$ cat src/rtl/reg_write_sequencer.sv
// Round-robin arbiter that shares the register file's single write port.
// Each legal write is sequenced SETUP/STROBE/HOLD so latch-based storage sees a clean wen pulse.
module reg_write_sequencer #(
  parameter int NUM_REQ = 3,
  parameter int MAX_REG = 17,
  parameter int CNT_W   = 16
) (
  input  logic                   clk,
  input  logic                   rst,
  input  logic [NUM_REQ-1:0]     req_valid_in,
  input  logic [5*NUM_REQ-1:0]   req_dest_in,
  input  logic [32*NUM_REQ-1:0]  req_data_in,
  output logic [NUM_REQ-1:0]     req_ready_out,
  output logic [4:0]             reg_dest_out,
  output logic [31:0]            reg_data_out,
  output logic                   reg_wen_out,
  output logic                   busy_out,
  output logic                   err_out,
  input  logic                   err_clr_in,
  output logic [CNT_W-1:0]       wr_count_out
);

  localparam int IW = (NUM_REQ > 1) ? $clog2(NUM_REQ) : 1;
  localparam logic [4:0] MAX_R = 5'(MAX_REG);

  localparam logic [1:0] S_IDLE   = 2'd0;
  localparam logic [1:0] S_SETUP  = 2'd1;
  localparam logic [1:0] S_STROBE = 2'd2;
  localparam logic [1:0] S_HOLD   = 2'd3;

  logic [1:0]       state_q, state_d;
  logic [IW-1:0]    last_q, last_d;
  logic [4:0]       dest_q, dest_d;
  logic [31:0]      data_q, data_d;
  logic             wen_q, wen_d;
  logic             busy_q, busy_d;
  logic             err_q, err_d;
  logic [CNT_W-1:0] cnt_q, cnt_d;

  logic [4:0]  dest_a [NUM_REQ];
  logic [31:0] data_a [NUM_REQ];

  for (genvar i = 0; i < NUM_REQ; i++) begin : g_unpack
    assign dest_a[i] = req_dest_in[5*i +: 5];
    assign data_a[i] = req_data_in[32*i +: 32];
  end

  logic          window, gnt_vld, fire, legal, err_set;
  logic [IW-1:0] gnt_idx, scan_idx;
  logic [4:0]    sel_dest;
  logic [31:0]   sel_data;
  int            scan;

  // Rotating priority scan starting just after the last granted requester.
  always_comb begin
    gnt_vld  = 1'b0;
    gnt_idx  = '0;
    scan     = 0;
    scan_idx = '0;
    for (int k = 1; k <= NUM_REQ; k++) begin
      scan     = (int'(last_q) + k) % NUM_REQ;
      scan_idx = IW'(scan);
      if (!gnt_vld && req_valid_in[scan_idx]) begin
        gnt_vld = 1'b1;
        gnt_idx = scan_idx;
      end
    end
  end

  // rst gates the grant so nothing is acknowledged during a reset cycle.
  assign window   = !rst && (state_q == S_IDLE || state_q == S_HOLD);
  assign fire     = window && gnt_vld;
  assign sel_dest = dest_a[gnt_idx];
  assign sel_data = data_a[gnt_idx];
  assign legal    = (sel_dest != 5'd0) && (sel_dest <= MAX_R);

  always_comb begin
    req_ready_out = '0;
    if (fire) req_ready_out[gnt_idx] = 1'b1;
  end

  always_comb begin
    state_d = state_q;
    last_d  = last_q;
    dest_d  = dest_q;
    data_d  = data_q;
    wen_d   = wen_q;
    cnt_d   = cnt_q;
    err_set = 1'b0;
    case (state_q)
      S_IDLE, S_HOLD: begin
        state_d = S_IDLE;
        if (fire) begin
          dest_d = sel_dest;
          data_d = sel_data;
          last_d = gnt_idx;
          if (legal) state_d = S_SETUP;
          else       err_set = 1'b1;
        end
      end
      S_SETUP: begin
        state_d = S_STROBE;
        wen_d   = 1'b1;
      end
      S_STROBE: begin
        state_d = S_HOLD;
        wen_d   = 1'b0;
        cnt_d   = cnt_q + CNT_W'(1);
      end
      default: state_d = S_IDLE;
    endcase
    busy_d = (state_d == S_SETUP) || (state_d == S_STROBE);
    err_d  = err_set ? 1'b1 : (err_clr_in ? 1'b0 : err_q);
  end

  always_ff @(posedge clk) begin
    if (rst) begin
      state_q <= S_IDLE;
      last_q  <= IW'(NUM_REQ - 1);
      dest_q  <= '0;
      data_q  <= '0;
      wen_q   <= 1'b0;
      busy_q  <= 1'b0;
      err_q   <= 1'b0;
      cnt_q   <= '0;
    end else begin
      state_q <= state_d;
      last_q  <= last_d;
      dest_q  <= dest_d;
      data_q  <= data_d;
      wen_q   <= wen_d;
      busy_q  <= busy_d;
      err_q   <= err_d;
      cnt_q   <= cnt_d;
    end
  end

  assign reg_dest_out = dest_q;
  assign reg_data_out = data_q;
  assign reg_wen_out  = wen_q;
  assign busy_out     = busy_q;
  assign err_out      = err_q;
  assign wr_count_out = cnt_q;

endmodule

$ cat config.mk
export PLATFORM = sky130hd
export DESIGN_NAME = reg_write_sequencer
export DESIGN_NICKNAME = d
export VERILOG_FILES = /design/src/rtl/reg_write_sequencer.sv
export SDC_FILE = /design/constraint.sdc
export NUM_CORES = 1
export LEC_CHECK = 0
export ABC_AREA = 0
export CORE_ASPECT_RATIO = 0.5
export CORE_MARGIN = 2
export CORE_UTILIZATION = 36
export DETAILED_ROUTE_END_ITERATION = 10
export PLACE_DENSITY = 0.84
export REMOVE_ABC_BUFFERS = 1
export SLEW_MARGIN = 10
export SYNTH_ARGS = -nofsm -noshare
export SYNTH_HDL_FRONTEND = slang
export SYNTH_SLANG_ARGS = --single-unit
$ cat constraint.sdc
create_clock -name clk -period 2.85 [get_ports clk]
set_input_delay 0.4275 -clock clk [delete_from_list [all_inputs] [get_ports clk]]
set_output_delay 0.4275 -clock clk [all_outputs]
set_load 0.1 [all_outputs]
==> out/qor.txt <==
status - finished, final reports clean
share of cells above drive strength 1 - 0.2267
I/O Pins - 176
main area contributors after synthesis - dfxtp_1 (37%), mux2i_1 (11%), nor2_1 (11%), a211oi_1 (7.8%), a21oi_1 (6.4%)
vias per cell - 5.092
sequential share of the synthesized area - 0.3682
Main synth FF type - dfxtp_1
crit path DAT - 2.42 ns
post-synth top area cell - dfxtp_1
Post-Synth Simple-Gate Area - 0.1964
core area - 0.008738 mm²
Vias - 3651
vias in the first global route - 3531
antenna violations before repair - 0
Reg-to-Reg End - err_out$_SDFFE_PP0P_
final hold viol count - 0
FF/Latch Area - 0.001206 mm²
All-Layer GR Usage - 0.2087
EDFF count, synth - 0
hold path start - rst
Placed Instance Area - 0.005159 mm²
area share of the largest cell type after synthesis - 0.3682
Slew Viols, Final - 0
fill count - 695
clock transition at the registers of the reported paths - 0.05 ns
R2R Setup Slk - 0.08 ns
area delta synth->final - 72.88%
peak supply drop - 0.0006802 V
post-synthesis adder-cell area fraction - 0.02301
Clock Skews - 0.004715 ns
drt pass-1 iters - 4
Slew HR - 0.6253
ANT cells - 0
combinational family with the most area after synthesis - compound AO/OA/AOI/OAI gates
Post-Route Setup TNS - 0 ns
die height - 71.31 µm
Mapped Cells - 402
Pleak - 2.500 nW
total power per unit cell area - 1377 mW/mm²
fin crit share - 0.9974
Finished Cell Area - 0.005639 mm²
Final min period - 2.843 ns
# DRC - 0
Bufs on Longest Clock Path - 2
CTS tree - done
first-pass GRT wire length - 16.56 mm
Port Buffers - 175
cts hold-fix bufs - 0
syn_area_per_cell - 8.114 µm²
mux share of post-synthesis cell area - 0.1262
number of H-tree levels - 3
die width - 138.6 µm
R2R depth - 9
gpl congestion - 0.8560
Worst Hold Path Cells - 2
Multi-input gate area - 0.002032 mm²
Commonest cells post-synth - nor2_1 (93), dfxtp_1 (60), a21oi_1 (42)
number of max-cap violations - 0
iteration-0 DRC count of the detailed router - 186
nets - 718
Starting Density - 0.3733
Die ar. - 0.009885 mm²
wire per inst - 15.09 µm
Hold Crit Class - primary input to flip-flop
Ys Warns - 0
most numerous cell in the Yosys netlist - nor2_1
Clock Latency Late Sink - 0.33 ns
crit start category - flip-flop
fmax - 351.8 MHz
Synth async-reset ratio - 0
largest net degree at the start of global routing - 56
final wirelength - 10.82 mm
Distinct cells, synth - 42
classification of the worst setup path - flip-flop to primary output
endpoints failing setup - 0
Least-Margin Pin Slew - 0.5620 ns
grt ovf - 0
hold endpoint - reg_dest_out[0]$_SDFFE_PP0P_
Syn Std Cell Area - 0.003262 mm²
Detail Route Antenna Nets - 0
hpwl dp - 7.917 mm
Sink Count - 60
register bit total from synthesis - 60
worst hold slack - 0.4585 ns
compound-cell area share of the yosys netlist - 0.2094
CTS buffer count - 9
Max FO, Critical Path - 5
RSZ-0062 raised after global routing - true
post-synthesis xor/xnor area fraction - 0.03222
root buffer cell - clkbuf_16
site row count - 24
CP endpoint kind - primary output
Critical Path RT - 2.42 ns
reg2reg start - last_q[1]$_SDFFE_PP1P_
## what timing repair did
action                     CTS  global route
setup endpoints to repair    3             6
pin swaps                    2             5
setup buffers                3             6
resized for setup            9            17
gates cloned                 0             0
## worst max-delay path, stage by stage, from the launching register on
cell	delay (ns)
dfxtp_2	0.32
buf_4	0.14
ha_1	0.22
nand3b_1	0.23
nand4b_1	0.15
o21a_1	0.21
nand2_4	0.08
buf_4	0.16
nor4b_4	0.26
buf_4	0.16
buf_12	0.16
## worst max path at each step
stage	end	from	slack [ns]	depth (start not counted)
2_1_floorplan	req_ready_out[1]	last_q[0]$_SDFFE_PP0P_	-4.41	5
3_3_place_gp	req_ready_out[1]	req_valid_in[1]	-0.15	9
3_5_place_dp	err_out$_SDFFE_PP0P_	req_valid_in[1]	-0.20	9
4_1_cts	req_ready_out[1]	last_q[0]$_SDFFE_PP0P_	0.0003	10
5_1_grt	req_ready_out[1]	last_q[0]$_SDFFE_PP0P_	-0.09	10
6_report	req_ready_out[1]	last_q[0]$_SDFFE_PP0P_	0.007	10
## layer usage
| layer | part of all wire | wire (µm) | global-route usage | vias up |
|---|---|---|---|---|
| met5 | 0 | 0 | 0 | - |
| met4 | 0.022 | 236 | 0.09428 | 0 |
| met3 | 0.030 | 323 | 0.05481 | 20 |
| met2 | 0.53 | 5764 | 0.3867 | 77 |
| met1 | 0.42 | 4491 | 0.2302 | 1745 |
| li1 | - | - | - | 1809 |
## cell families after synthesis
group           Yosys count
compound gates          104
buf+inv                  35
mux                      40
simple gates            145
xor+xnor                 12
flops                    60
fa+ha+maj                 6
## sequential cells by signal, indices dropped and copies added (netlist names)
signal        cells
last_q            2
reg_dest_out      5
wr_count_out     16
busy_out          1
state_q           2
reg_wen_out       1
err_out           1
reg_data_out     32
## final cells by class
class / count / area share
inverter: 6 / 0.003994
tap: 117 / 0.02596
clock buffer: 12 / 0.04548
timing repair buffer: 211 / 0.3419
clock inverter: 4 / 0.008431
sequential: 60 / 0.2139
multi-input combinational: 307 / 0.3603
## where the power goes
| part | switching (mW) | internal, mW |
|---|---|---|
| Clock | 0.369 | 0.720 |
| Sequential | 0.132 | 1.09 |
| Combinational | 3.51 | 1.95 |
| Total | 4.01 | 3.76 |
## stage by stage
step                      setup WS, ns  total power, mW    util  std cells
final                         0.007370            7.764  0.6453        717
after global routing          -0.08898            8.206  0.6453        717
after CTS                    0.0002800            7.561  0.6323        711
after detailed placement       -0.2021            6.332  0.5903        692
after global placement         -0.1491            6.245  0.5903        692
after floorplan                 -4.407            4.737       -        373
## cell usage in the layout (no fill, tap or decap), drive strengths merged, types with 2 or more instances in the layout
master / n
a211oi: 34
a21oi: 42
a31oi: 4
and3: 5
buf: 96
clkbuf: 12
clkdlybuf4s50: 113
clkinv: 2
dfxtp: 60
dlymetal6s2s: 2
ha: 6
inv: 6
mux2: 3
mux2i: 37
nand2: 16
nand2b: 5
nand3: 8
nand3b: 3
nand4: 3
nand4b: 2
nor2: 93
nor3: 3
o21a: 3
o21ai: 10
o31ai: 3
or3: 4
xnor2: 2
xor2: 10
Note: power is estimated with default switching activity, not from simulation.
